### config.mk
export PLATFORM = sky130hd
export DESIGN_NAME = multi_cycle_control
export DESIGN_NICKNAME = d
export VERILOG_FILES = /design/src/rtl/multi_cycle_control_pkg.sv /design/src/rtl/multi_cycle_control_alu_op_decode.sv /design/src/rtl/multi_cycle_control.sv
export SDC_FILE = /design/constraint.sdc
export NUM_CORES = 1
export LEC_CHECK = 0
export ABC_AREA = 1
export CAP_MARGIN = 20
export CORE_UTILIZATION = 40
export DETAILED_ROUTE_END_ITERATION = 8
export GPL_ROUTABILITY_DRIVEN = 0
export PLACE_DENSITY = 0.79
export SYNTH_ARGS = -nofsm -noshare
export SYNTH_HDL_FRONTEND = slang
export SYNTH_HIERARCHICAL = 1
export SYNTH_SLANG_ARGS = --single-unit
export TNS_END_PERCENT = 1
### constraint.sdc
create_clock -name iCLK -period 2 [get_ports iCLK]
set_input_delay 0.3 -clock iCLK [delete_from_list [all_inputs] [get_ports iCLK]]
set_output_delay 0.3 -clock iCLK [all_outputs]
set_load 0.1 [all_outputs]
### src/rtl/multi_cycle_control_pkg.sv
// Shared encodings for the multicycle RV32IM core: state codes, ALU opcodes,
// base opcodes and datapath mux selects.
package multi_cycle_control_pkg;

  typedef enum logic [5:0] {
    ST_FETCH     = 6'd0,
    ST_DECODE    = 6'd1,
    ST_LS_ADDR   = 6'd2,
    ST_LOAD_MEM  = 6'd3,
    ST_LOAD_WB   = 6'd4,
    ST_STORE_MEM = 6'd5,
    ST_R_EX      = 6'd6,
    ST_ALU_WB    = 6'd7,
    ST_I_EX      = 6'd8,
    ST_BRANCH    = 6'd9,
    ST_JAL       = 6'd10,
    ST_JALR      = 6'd11,
    ST_LUI_EX    = 6'd12,
    ST_ECALL     = 6'd14,
    ST_URET      = 6'd15,
    ST_CSR_EX    = 6'd16,
    ST_CSR_WB    = 6'd17,
    ST_INVALID   = 6'd18
  } state_t;

  localparam logic [4:0] ALU_ADD    = 5'd0;
  localparam logic [4:0] ALU_SUB    = 5'd1;
  localparam logic [4:0] ALU_SLL    = 5'd2;
  localparam logic [4:0] ALU_SLT    = 5'd3;
  localparam logic [4:0] ALU_SLTU   = 5'd4;
  localparam logic [4:0] ALU_XOR    = 5'd5;
  localparam logic [4:0] ALU_SRL    = 5'd6;
  localparam logic [4:0] ALU_SRA    = 5'd7;
  localparam logic [4:0] ALU_OR     = 5'd8;
  localparam logic [4:0] ALU_AND    = 5'd9;
  localparam logic [4:0] ALU_MUL    = 5'd10;
  localparam logic [4:0] ALU_MULH   = 5'd11;
  localparam logic [4:0] ALU_MULHSU = 5'd12;
  localparam logic [4:0] ALU_MULHU  = 5'd13;
  localparam logic [4:0] ALU_DIV    = 5'd14;
  localparam logic [4:0] ALU_DIVU   = 5'd15;
  localparam logic [4:0] ALU_REM    = 5'd16;
  localparam logic [4:0] ALU_REMU   = 5'd17;

  localparam logic [6:0] OPC_LOAD     = 7'b0000011;
  localparam logic [6:0] OPC_STORE    = 7'b0100011;
  localparam logic [6:0] OPC_OP       = 7'b0110011;
  localparam logic [6:0] OPC_OP_IMM   = 7'b0010011;
  localparam logic [6:0] OPC_LUI      = 7'b0110111;
  localparam logic [6:0] OPC_AUIPC    = 7'b0010111;
  localparam logic [6:0] OPC_BRANCH   = 7'b1100011;
  localparam logic [6:0] OPC_JAL      = 7'b1101111;
  localparam logic [6:0] OPC_JALR     = 7'b1100111;
  localparam logic [6:0] OPC_MISC_MEM = 7'b0001111;
  localparam logic [6:0] OPC_SYSTEM   = 7'b1110011;

  localparam logic [6:0] F7_BASE   = 7'b0000000;
  localparam logic [6:0] F7_ALT    = 7'b0100000;
  localparam logic [6:0] F7_MULDIV = 7'b0000001;

  localparam logic [2:0] AULA_A      = 3'b000;
  localparam logic [2:0] AULA_PC     = 3'b001;
  localparam logic [2:0] AULA_PCBACK = 3'b010;
  localparam logic [2:0] AULA_NOT_A  = 3'b100;
  localparam logic [2:0] AULA_ZERO   = 3'b101;

  localparam logic [2:0] BULA_B    = 3'b000;
  localparam logic [2:0] BULA_FOUR = 3'b001;
  localparam logic [2:0] BULA_IMM  = 3'b010;
  localparam logic [2:0] BULA_CSR  = 3'b011;
  localparam logic [2:0] BULA_ZERO = 3'b100;

  localparam logic [2:0] M2R_ALUOUT = 3'b000;
  localparam logic [2:0] M2R_PC4    = 3'b001;
  localparam logic [2:0] M2R_MEM    = 3'b010;
  localparam logic [2:0] M2R_CSR    = 3'b100;

  localparam logic [2:0] PC_ALU    = 3'b000;
  localparam logic [2:0] PC_ALUOUT = 3'b001;
  localparam logic [2:0] PC_JALR   = 3'b010;
  localparam logic [2:0] PC_UTVEC  = 3'b011;
  localparam logic [2:0] PC_UEPC   = 3'b100;

  // funct3 -> ALU op for the funct7=0000000 group of OP / OP-IMM
  function automatic logic [4:0] base_alu_op(input logic [2:0] funct3);
    case (funct3)
      3'b000:  return ALU_ADD;
      3'b001:  return ALU_SLL;
      3'b010:  return ALU_SLT;
      3'b011:  return ALU_SLTU;
      3'b100:  return ALU_XOR;
      3'b101:  return ALU_SRL;
      3'b110:  return ALU_OR;
      default: return ALU_AND;
    endcase
  endfunction

endpackage

### src/rtl/multi_cycle_control_alu_op_decode.sv
// Combinational funct3/funct7/opcode decode to an ALU op, plus a flag that
// is low for encodings the core does not implement.
module alu_op_decode
  import multi_cycle_control_pkg::*;
#(
  parameter bit P_HAS_M = 1'b1
) (
  input  logic [6:0] opcode,
  input  logic [2:0] funct3,
  input  logic [6:0] funct7,
  output logic [4:0] alu_op,
  output logic       valid
);

  always_comb begin
    alu_op = ALU_ADD;
    valid  = 1'b1;
    case (opcode)
      OPC_OP: begin
        if (funct7 == F7_BASE) begin
          alu_op = base_alu_op(funct3);
        end else if (funct7 == F7_ALT) begin
          case (funct3)
            3'b000:  alu_op = ALU_SUB;
            3'b101:  alu_op = ALU_SRA;
            default: valid  = 1'b0;
          endcase
        end else if (P_HAS_M && funct7 == F7_MULDIV) begin
          // MUL..REMU are laid out in funct3 order
          alu_op = ALU_MUL + {2'b00, funct3};
        end else begin
          valid = 1'b0;
        end
      end
      OPC_OP_IMM: begin
        alu_op = base_alu_op(funct3);
        if (funct3 == 3'b001 && funct7 != F7_BASE) begin
          valid = 1'b0;
        end else if (funct3 == 3'b101) begin
          if (funct7 == F7_ALT)       alu_op = ALU_SRA;
          else if (funct7 != F7_BASE) valid  = 1'b0;
        end
      end
      OPC_LOAD:   valid = !(funct3 inside {3'd3, 3'd6, 3'd7});
      OPC_STORE:  valid = (funct3 < 3'd3);
      OPC_BRANCH: valid = !(funct3 inside {3'd2, 3'd3});
      default: ;
    endcase
  end

endmodule

### src/rtl/multi_cycle_control.sv
// Moore control FSM for the RV32IM/Zicsr multicycle datapath; every output
// depends only on the current state and the latched instruction.
//   0 FETCH   1 DECODE   2 LS_ADDR  3 LOAD_MEM  4 LOAD_WB  5 STORE_MEM
//   6 R_EX    7 ALU_WB   8 I_EX     9 BRANCH   10 JAL     11 JALR
//  12 LUI_EX 14 ECALL   15 URET    16 CSR_EX   17 CSR_WB  18 INVALID
module multi_cycle_control
  import multi_cycle_control_pkg::*;
#(
  parameter bit P_HAS_M = 1'b1
) (
  input  logic        iCLK,
  input  logic        iRST,
  input  logic [31:0] iInstr,
  output logic [5:0]  oState,
  output logic        oEscreveIR,
  output logic        oEscrevePC,
  output logic        oEscrevePCCond,
  output logic        oEscrevePCBack,
  output logic [2:0]  oOrigAULA,
  output logic [2:0]  oOrigBULA,
  output logic [2:0]  oMem2Reg,
  output logic [2:0]  oOrigPC,
  output logic        oIouD,
  output logic        oRegWrite,
  output logic        oCSRegWrite,
  output logic        oMemWrite,
  output logic        oMemRead,
  output logic [4:0]  oALUControl,
  output logic        oEcall,
  output logic        oInvInstruction,
  output logic        oInstrRetired
);

  state_t      state, state_nxt, sys_nxt;
  logic [6:0]  opcode, funct7;
  logic [2:0]  funct3;
  logic [11:0] imm12;
  logic [4:0]  dec_alu_op;
  logic        dec_valid;
  logic        unused_reg_fields;

  assign opcode = iInstr[6:0];
  assign funct3 = iInstr[14:12];
  assign funct7 = iInstr[31:25];
  assign imm12  = iInstr[31:20];
  assign unused_reg_fields = ^{iInstr[19:15], iInstr[11:7]};
  assign oState = state;

  alu_op_decode #(.P_HAS_M(P_HAS_M)) u_alu_op_decode (
    .opcode (opcode),
    .funct3 (funct3),
    .funct7 (funct7),
    .alu_op (dec_alu_op),
    .valid  (dec_valid)
  );

  always_ff @(posedge iCLK or posedge iRST) begin
    if (iRST) state <= ST_FETCH;
    else      state <= state_nxt;
  end

  always_comb begin
    sys_nxt = ST_INVALID;
    if (funct3 == 3'b000) begin
      if (imm12 == 12'h000)      sys_nxt = ST_ECALL;
      else if (imm12 == 12'h002) sys_nxt = ST_URET;
    end else if (funct3 inside {3'b001, 3'b010, 3'b011}) begin
      sys_nxt = ST_CSR_EX;
    end
  end

  always_comb begin
    state_nxt       = ST_FETCH;
    oEscreveIR      = 1'b0;
    oEscrevePC      = 1'b0;
    oEscrevePCCond  = 1'b0;
    oEscrevePCBack  = 1'b0;
    oOrigAULA       = AULA_A;
    oOrigBULA       = BULA_B;
    oMem2Reg        = M2R_ALUOUT;
    oOrigPC         = PC_ALU;
    oIouD           = 1'b0;
    oRegWrite       = 1'b0;
    oCSRegWrite     = 1'b0;
    oMemWrite       = 1'b0;
    oMemRead        = 1'b0;
    oALUControl     = ALU_ADD;
    oEcall          = 1'b0;
    oInvInstruction = 1'b0;
    oInstrRetired   = 1'b0;
    case (state)
      ST_FETCH: begin
        oMemRead       = 1'b1;
        oEscreveIR     = 1'b1;
        oEscrevePCBack = 1'b1;
        oOrigAULA      = AULA_PC;
        oOrigBULA      = BULA_FOUR;
        oEscrevePC     = 1'b1;
        state_nxt      = ST_DECODE;
      end
      ST_DECODE: begin
        // ALUOut <= PCBack + imm, the target for branch/jal/auipc
        oOrigAULA = AULA_PCBACK;
        oOrigBULA = BULA_IMM;
        case (opcode)
          OPC_LOAD, OPC_STORE: state_nxt = dec_valid ? ST_LS_ADDR : ST_INVALID;
          OPC_OP:              state_nxt = dec_valid ? ST_R_EX    : ST_INVALID;
          OPC_OP_IMM:          state_nxt = dec_valid ? ST_I_EX    : ST_INVALID;
          OPC_BRANCH:          state_nxt = dec_valid ? ST_BRANCH  : ST_INVALID;
          OPC_LUI:             state_nxt = ST_LUI_EX;
          OPC_AUIPC:           state_nxt = ST_ALU_WB;
          OPC_JAL:             state_nxt = ST_JAL;
          OPC_JALR:            state_nxt = ST_JALR;
          OPC_MISC_MEM: begin
            state_nxt     = ST_FETCH;
            oInstrRetired = 1'b1;
          end
          OPC_SYSTEM:          state_nxt = sys_nxt;
          default:             state_nxt = ST_INVALID;
        endcase
      end
      ST_LS_ADDR: begin
        oOrigAULA = AULA_A;
        oOrigBULA = BULA_IMM;
        state_nxt = (opcode == OPC_LOAD) ? ST_LOAD_MEM : ST_STORE_MEM;
      end
      ST_LOAD_MEM: begin
        oIouD     = 1'b1;
        oMemRead  = 1'b1;
        state_nxt = ST_LOAD_WB;
      end
      ST_LOAD_WB: begin
        oMem2Reg      = M2R_MEM;
        oRegWrite     = 1'b1;
        oInstrRetired = 1'b1;
      end
      ST_STORE_MEM: begin
        oIouD         = 1'b1;
        oMemWrite     = 1'b1;
        oInstrRetired = 1'b1;
      end
      ST_R_EX: begin
        oALUControl = dec_alu_op;
        state_nxt   = ST_ALU_WB;
      end
      ST_ALU_WB: begin
        oRegWrite     = 1'b1;
        oInstrRetired = 1'b1;
      end
      ST_I_EX: begin
        oOrigBULA   = BULA_IMM;
        oALUControl = dec_alu_op;
        state_nxt   = ST_ALU_WB;
      end
      ST_BRANCH: begin
        oEscrevePCCond = 1'b1;
        oOrigPC        = PC_ALUOUT;
        oInstrRetired  = 1'b1;
      end
      ST_JAL: begin
        oMem2Reg      = M2R_PC4;
        oRegWrite     = 1'b1;
        oOrigPC       = PC_ALUOUT;
        oEscrevePC    = 1'b1;
        oInstrRetired = 1'b1;
      end
      ST_JALR: begin
        oOrigBULA     = BULA_IMM;
        oOrigPC       = PC_JALR;
        oMem2Reg      = M2R_PC4;
        oRegWrite     = 1'b1;
        oEscrevePC    = 1'b1;
        oInstrRetired = 1'b1;
      end
      ST_LUI_EX: begin
        oOrigAULA = AULA_ZERO;
        oOrigBULA = BULA_IMM;
        state_nxt = ST_ALU_WB;
      end
      ST_ECALL: begin
        oEcall        = 1'b1;
        oOrigPC       = PC_UTVEC;
        oEscrevePC    = 1'b1;
        oInstrRetired = 1'b1;
      end
      ST_URET: begin
        oOrigPC       = PC_UEPC;
        oEscrevePC    = 1'b1;
        oInstrRetired = 1'b1;
      end
      ST_CSR_EX: begin
        state_nxt = ST_CSR_WB;
        case (funct3)
          3'b001: oOrigBULA = BULA_ZERO;
          3'b010: begin
            oOrigBULA   = BULA_CSR;
            oALUControl = ALU_OR;
          end
          3'b011: begin
            oOrigAULA   = AULA_NOT_A;
            oOrigBULA   = BULA_CSR;
            oALUControl = ALU_AND;
          end
          default: ;
        endcase
      end
      ST_CSR_WB: begin
        // rd gets the old CSR value on the same edge the CSR is rewritten
        oMem2Reg      = M2R_CSR;
        oRegWrite     = 1'b1;
        oCSRegWrite   = 1'b1;
        oInstrRetired = 1'b1;
      end
      ST_INVALID: oInvInstruction = 1'b1;
      default: ;
    endcase
  end

endmodule

==> run summary, run 1 <==
Core Rows -> 21
Detailed Route WL -> 5740 µm
max-slew violation count -> 0
final core utilization -> 82.6%
RSZ-0062 raised after global routing -> true
Chip Height -> 61.8 µm
vias -> 2214
max cap viols -> 0
#FFs+latches synth -> 5
Die Area -> 0.00382 mm²
syn_nets -> 313
failing checks -> setup timing
Pre-antenna DRT Iters -> 4
total track usage -> 28.9%
Setup-failing EPs final -> 13
worst clock skew -> 0.000407 ns
Final Cycle Share -> 107%
WL/cell -> 13.7 µm
P&R area growth vs syn -> 95.7%
largest net degree at the start of global routing -> 11
CP Class -> flip-flop to output pin
Remaining DRCs -> 0
Worst Reg-to-Reg Cells -> 6
core area -> 0.00339 mm²
I/O pins -> 69
Flop pwr share -> 6.4%
CTS max path bufs -> 2
Internal Power -> 1210 µW
fin crit period -> 2.14 ns
crit path DAT -> 1.84 ns
Port Buf Inserts -> 57
vias in the first global route -> 2064
total power -> 3400 µW
switch share -> 64.6%
clock network power share -> 3.4%
worst vdd ir -> 0.693 mV
status -> finished, violations left
Die Wd -> 61.8 µm
crit path max fanout -> 7
Syn Area/Cell -> 5.20 µm²
YS warnings -> 6
Synth cell types -> 31
first-pass GRT wire length -> 8340 µm
Pleak -> 0.00133 µW
slowest stage delay, CP -> 0.52 ns
Post-synth EDFFs -> 0
sequential area share after synthesis -> 8.75%
max reg flops -> 5
CTS Hold Buffers Added -> 0
top-area cell type share of the netlist area -> 20.7%
Yosys top cell by area -> nand2_1
Worst Setup Slack, final -> -0.138 ns
share of cells above drive strength 1 -> 40.1%
top-count cell post-synth -> nand2_1
combinational share of power -> 90.1%
Synth area leaders -> nand2_1 (21%), nor2_1 (12%), inv_1 (10%), dfrtp_1 (8.7%), nand3_1 (8.0%)
top post-synthesis cells by count -> nand2_1 (79), nor2_1 (46), inv_1 (40)
Tightest Hold Check Type -> input pin to async pin
worst path cell trace -> nor2_2, nand2_1, o21ai_2, nor2_1, nand4_1, buf_12
TritonCTS clock tree -> built
Initial Util -> 42.2%
post-DP HPWL -> 4010 µm
Reg clk slew, reported paths -> 0.04 ns
required time of the critical path -> 1.70 ns
post-route ant nets -> 0
Net Sw Power -> 2200 µW
initial antenna violation count -> 0
FMAX -> 0.468 GHz
TritonCTS Buffers -> 3
Worst-Skew Late Latency -> 0.24 ns
Mapped Area -> 0.00143 mm²
Post-synth top flop -> dfrtp_1
startpoint types -> flip-flop
Ant. Diodes -> 0
final hold vios -> 0
Crit. End Element -> output pin
Post-Synthesis Cells -> 275
GRT overflow -> 0
H-tree Lvls -> 1
FF-to-FF setup slack -> 0.53 ns
P per Cell Area -> 1220 mW/mm²
Async S/R FF share, synth -> 100%
via/cell ratio -> 5.27
nets -> 413
CTS sink count -> 5
slowest CP cell -> dfrtp_4
DRT iter0 DRCs -> 176
Root Driver -> clkbuf_4
[power by group through the flow]
| stage | sequential [µW] | clock, µW | combinational [µW] |
|---|---|---|---|
| CTS | 218 | 115 | 2970 |
| detailed placement | 215 | 0 | 2910 |
| global route | 221 | 124 | 3180 |
| global placement | 211 | 0 | 2870 |
| finish | 219 | 116 | 3070 |
| floorplan | 426 | 0 | 1640 |
[per-layer routing]
| layer | wire length [µm] | track usage, % | vias up |
|---|---|---|---|
| met4 | 187 | 12.7 | 0 |
| met5 | 0 | 0 | - |
| li1 | - | - | 1069 |
| met1 | 2130 | 30.0 | 990 |
| met3 | 432 | 4.14 | 26 |
| met2 | 2990 | 56.8 | 129 |
[worst paths after layout]
check,endpoint,from
max in group asynchronous,oState[4]$_DFF_PP0_,iRST
setup / recovery,oInstrRetired,oState[4]$_DFF_PP0_
setup reg to reg,oState[0]$_DFF_PP0_,oState[4]$_DFF_PP0_
hold / removal,oState[2]$_DFF_PP0_,iRST
min in group iCLK,oState[0]$_DFF_PP0_,iInstr[26]
hold reg to reg,oState[4]$_DFF_PP0_,oState[3]$_DFF_PP0_
[cell usage in the layout (no fill, tap or decap), types with 9 or more instances in the layout]
cell type,count
nand2_1,73
buf_4,46
inv_1,36
nor2_1,34
buf_12,28
nand3_1,21
nor2_2,18
dlygate4sd2_1,14
inv_2,10
nand2_2,9
o21ai_0,9
clkdlybuf4s50_1,9
[layout make-up]
| type | instances | area, µm² |
|---|---|---|
| Multi-Input combinational cell | 220 | 1250 |
| Timing Repair Buffer | 98 | 1140 |
| Fill cell | 197 | 591 |
| Inverter | 47 | 179 |
| Sequential cell | 5 | 141 |
| Tap cell | 46 | 57.6 |
| Clock buffer | 4 | 26.3 |
[metrics by stage]
| stage | setup TNS, ns | cell area [µm²] | setup slack (ns) | hold WS (ns) | instances |
|---|---|---|---|---|---|
| after global placement | -1.78 | 2580 | -0.268 | 0.505 | 404 |
| after CTS | -0.585 | 2730 | -0.0687 | 0.258 | 417 |
| final | -1.10 | 2800 | -0.138 | 0.265 | 420 |
| after floorplan | -21.65 | 1480 | -1.29 | 0.0786 | 275 |
| after global routing | -3.37 | 2800 | -0.360 | 0.290 | 420 |
| after detailed placement | -2.01 | 2580 | -0.271 | 0.501 | 404 |
[cells by family (layout without fill, tap and decap cells)]
| family | count (synthesis) | count (layout) | share of synthesized area, % |
|---|---|---|---|
| flip-flops | 5 | 5 | 8.75 |
| buffers and inverters | 50 | 149 | 13.9 |
| AND/OR/NAND/NOR | 187 | 187 | 61.9 |
| adder cells (fa/ha/maj) | 4 | 4 | 3.50 |
| other | 1 | 1 | 0.262 |
| AO/OA/AOI/OAI | 28 | 28 | 11.7 |
[worst max-delay path, delay by kind of cell (launching register included)]
kind / cells / cell delay [ns]
simple gates: 4 / 0.61
flops: 1 / 0.52
compound gates: 1 / 0.27
buf+inv: 1 / 0.19
[repair_timing]
item	in CTS	in global routing
setup buffers	9	3
pin swaps	12	2
gates resized for setup	34	16
endpoints found under the setup margin	15	22
Note: power is estimated with default switching activity, not from simulation.
==> run 2: changes to the inputs <==
Settings changed: RECOVER_POWER from default to 50.
==> run 2 against run 1 <==
Effect of this change:
- the run still ends with setup timing left
- largest cell class unchanged
- wire length is essentially flat
- sequential cell count unchanged
- global-route usage unchanged
- combinational power about the same
- sequential share of layout area did not move
- count of clock-buffer cells in the layout stayed put
- critical path depth unchanged
- utilization stayed put
- worst setup slack unchanged
==> run summary, run 2 (synthesis results as in run 1) <==
H-tree Lvls -> 1 (unchanged)
Tightest Hold Check Type -> input pin to async pin
Crit path buffers/inverters -> 1 (unchanged)
total track usage -> 28.9% (unchanged)
delay-heaviest family, CP -> simple AND/OR/NAND/NOR gates
Root Driver -> clkbuf_4
Crit. End Element -> output pin
total power -> 3400 µW (about the same)
crit path max fanout -> 7 (unchanged)
Port Buf Inserts -> 57 (unchanged)
final non-filler cell area -> 0.00280 mm² (unchanged)
startpoint types -> flip-flop
via/cell ratio -> 5.27 (about the same)
slowest CP cell -> dfrtp_4
TritonCTS Buffers -> 3 (unchanged)
final hold vios -> 0 (unchanged)
Die Area -> 0.00382 mm² (unchanged)
met1 GRT Util -> 30.0% (unchanged)
max-slew violation count -> 0 (unchanged)
Die Wd -> 61.8 µm (unchanged)
post-route ant nets -> 0 (unchanged)
post-DP HPWL -> 4010 µm (unchanged)
Final Cycle Share -> 107% (unchanged)
max reg flops -> 5 (unchanged)
final core utilization -> 82.6% (unchanged)
TritonCTS clock tree -> built
core area -> 0.00339 mm² (unchanged)
fillers -> 197 (unchanged)
vias -> 2212 (-0.090%)
worst vdd ir -> 0.693 mV (about the same)
DP Area -> 0.00258 mm² (unchanged)
WL/cell -> 13.7 µm (about the same)
Initial Util -> 42.2% (unchanged)
Core Rows -> 21 (unchanged)
P per Cell Area -> 1220 mW/mm² (about the same)
status -> finished, violations left
CTS max path bufs -> 2 (unchanged)
Reg2Reg Launch Point -> oState[4]$_DFF_PP0_
met3 GRT Util -> 4.14% (unchanged)
combinational share of power -> 90.1% (about the same)
Detailed Route WL -> 5740 µm (about the same)
I/O pins -> 69 (unchanged)
Worst-Skew Late Latency -> 0.24 ns (about the same)
crit path launch -> oState[4]$_DFF_PP0_
worst path cell trace -> nor2_2, nand2_1, o21ai_2, nor2_1, nand4_1, buf_12
RSZ-0062 raised after global routing -> true
most common cell after layout, fill and taps aside -> nand2_1
Reg clk slew, reported paths -> 0.04 ns (about the same)
Global Route met2 Usage -> 56.8% (unchanged)
Pleak -> 0.00133 µW (about the same)
FMAX -> 0.468 GHz (unchanged)
Pre-antenna DRT Iters -> 5 (+1)
failing checks -> setup timing
max cap viols -> 0 (unchanged)
required time of the critical path -> 1.70 ns (about the same)
Internal Power -> 1200 µW (about the same)
Flop pwr share -> 6.4% (about the same)
largest net degree at the start of global routing -> 11 (unchanged)
clock network power share -> 3.4% (about the same)
crit path DAT -> 1.84 ns (about the same)
CTS sink count -> 5 (unchanged)
share of cells above drive strength 1 -> 40.1% (unchanged)
DRT iter0 DRCs -> 176 (unchanged)
Remaining DRCs -> 0 (unchanged)
initial antenna violation count -> 0 (unchanged)
Net Sw Power -> 2200 µW (about the same)
global route hottest layer -> met2
slowest stage delay, CP -> 0.52 ns (about the same)
Worst Setup Slack, final -> -0.138 ns (unchanged)
Ant. Diodes -> 0 (unchanged)
GRT overflow -> 0 (unchanged)
CP Class -> flip-flop to output pin
Chip Height -> 61.8 µm (unchanged)
P&R area growth vs syn -> 95.7% (unchanged)
Setup-failing EPs final -> 13 (unchanged)
vias in the first global route -> 2064 (unchanged)
switch share -> 64.6% (about the same)
fin crit period -> 2.14 ns (unchanged)
nets -> 413 (unchanged)
first-pass GRT wire length -> 8340 µm (unchanged)
commonest non-fill, non-tap cells in the layout -> nand2_1 (73), buf_4 (46), inv_1 (36)
worst clock skew -> 0.000407 ns (unchanged)
## run 2: changes by cell type in the layout (fill, tap and decap cells not counted), sizes merged
cell | previous run | this run
clkdlybuf4s50 | 9 | 8
dlygate4sd3 | 0 | 1
## run 2: power by group through the flow
stage | Sequential [µW] | Clock, µW | Combinational, µW
after floorplan | 426 | 0 | 1640
after global placement | 211 | 0 | 2870
after detailed placement | 215 | 0 | 2910
after CTS | 218 | 115 | 2970
after global routing | 221 | 124 | 3180
final | 219 | 116 | 3070
## run 2: area by class of cell
class,count,area (µm²),area share [%]
clock buffer,4,26.3,0.939
inverter,47,179,6.39
multi-input combinational,220,1250,44.7
sequential,5,141,5.05
tap,46,57.6,2.06
timing repair buffer,98,1140,40.9
## run 2: metal layers
layer	part of all wire (%)	wire length, µm
met5	0	0
met4	3.3	188
met3	7.5	432
met2	52	2990
met1	37	2130
## run 2: what timing repair did
item	CTS	global route
endpoints found under the setup margin	15	22
setup buffers	9	3
pin swaps	12	2
gates resized for setup	34	16
hold buffers	0	0
## run 2: worst paths after layout
path,end,slack (ns),cells past startpoint
hold reg to reg,oState[4]$_DFF_PP0_,0.93,5
max in group asynchronous,oState[4]$_DFF_PP0_,1.41,2
min in group iCLK,oState[0]$_DFF_PP0_,0.82,8
setup / recovery,oInstrRetired,-0.14,6
hold / removal,oState[2]$_DFF_PP0_,0.40,2
setup reg to reg,oState[0]$_DFF_PP0_,0.53,6
## run 2: metrics by stage
step / hold slack, ns / TNS [ns] / std cells / setup slack, ns
finish: 0.402 / -1.10 / 420 / -0.138
global route: 0.424 / -3.37 / 420 / -0.360
CTS: 0.258 / -0.585 / 417 / -0.0687
detailed placement: 0.501 / -2.01 / 404 / -0.271
global placement: 0.505 / -1.78 / 404 / -0.268
floorplan: 0.0786 / -21.65 / 275 / -1.29
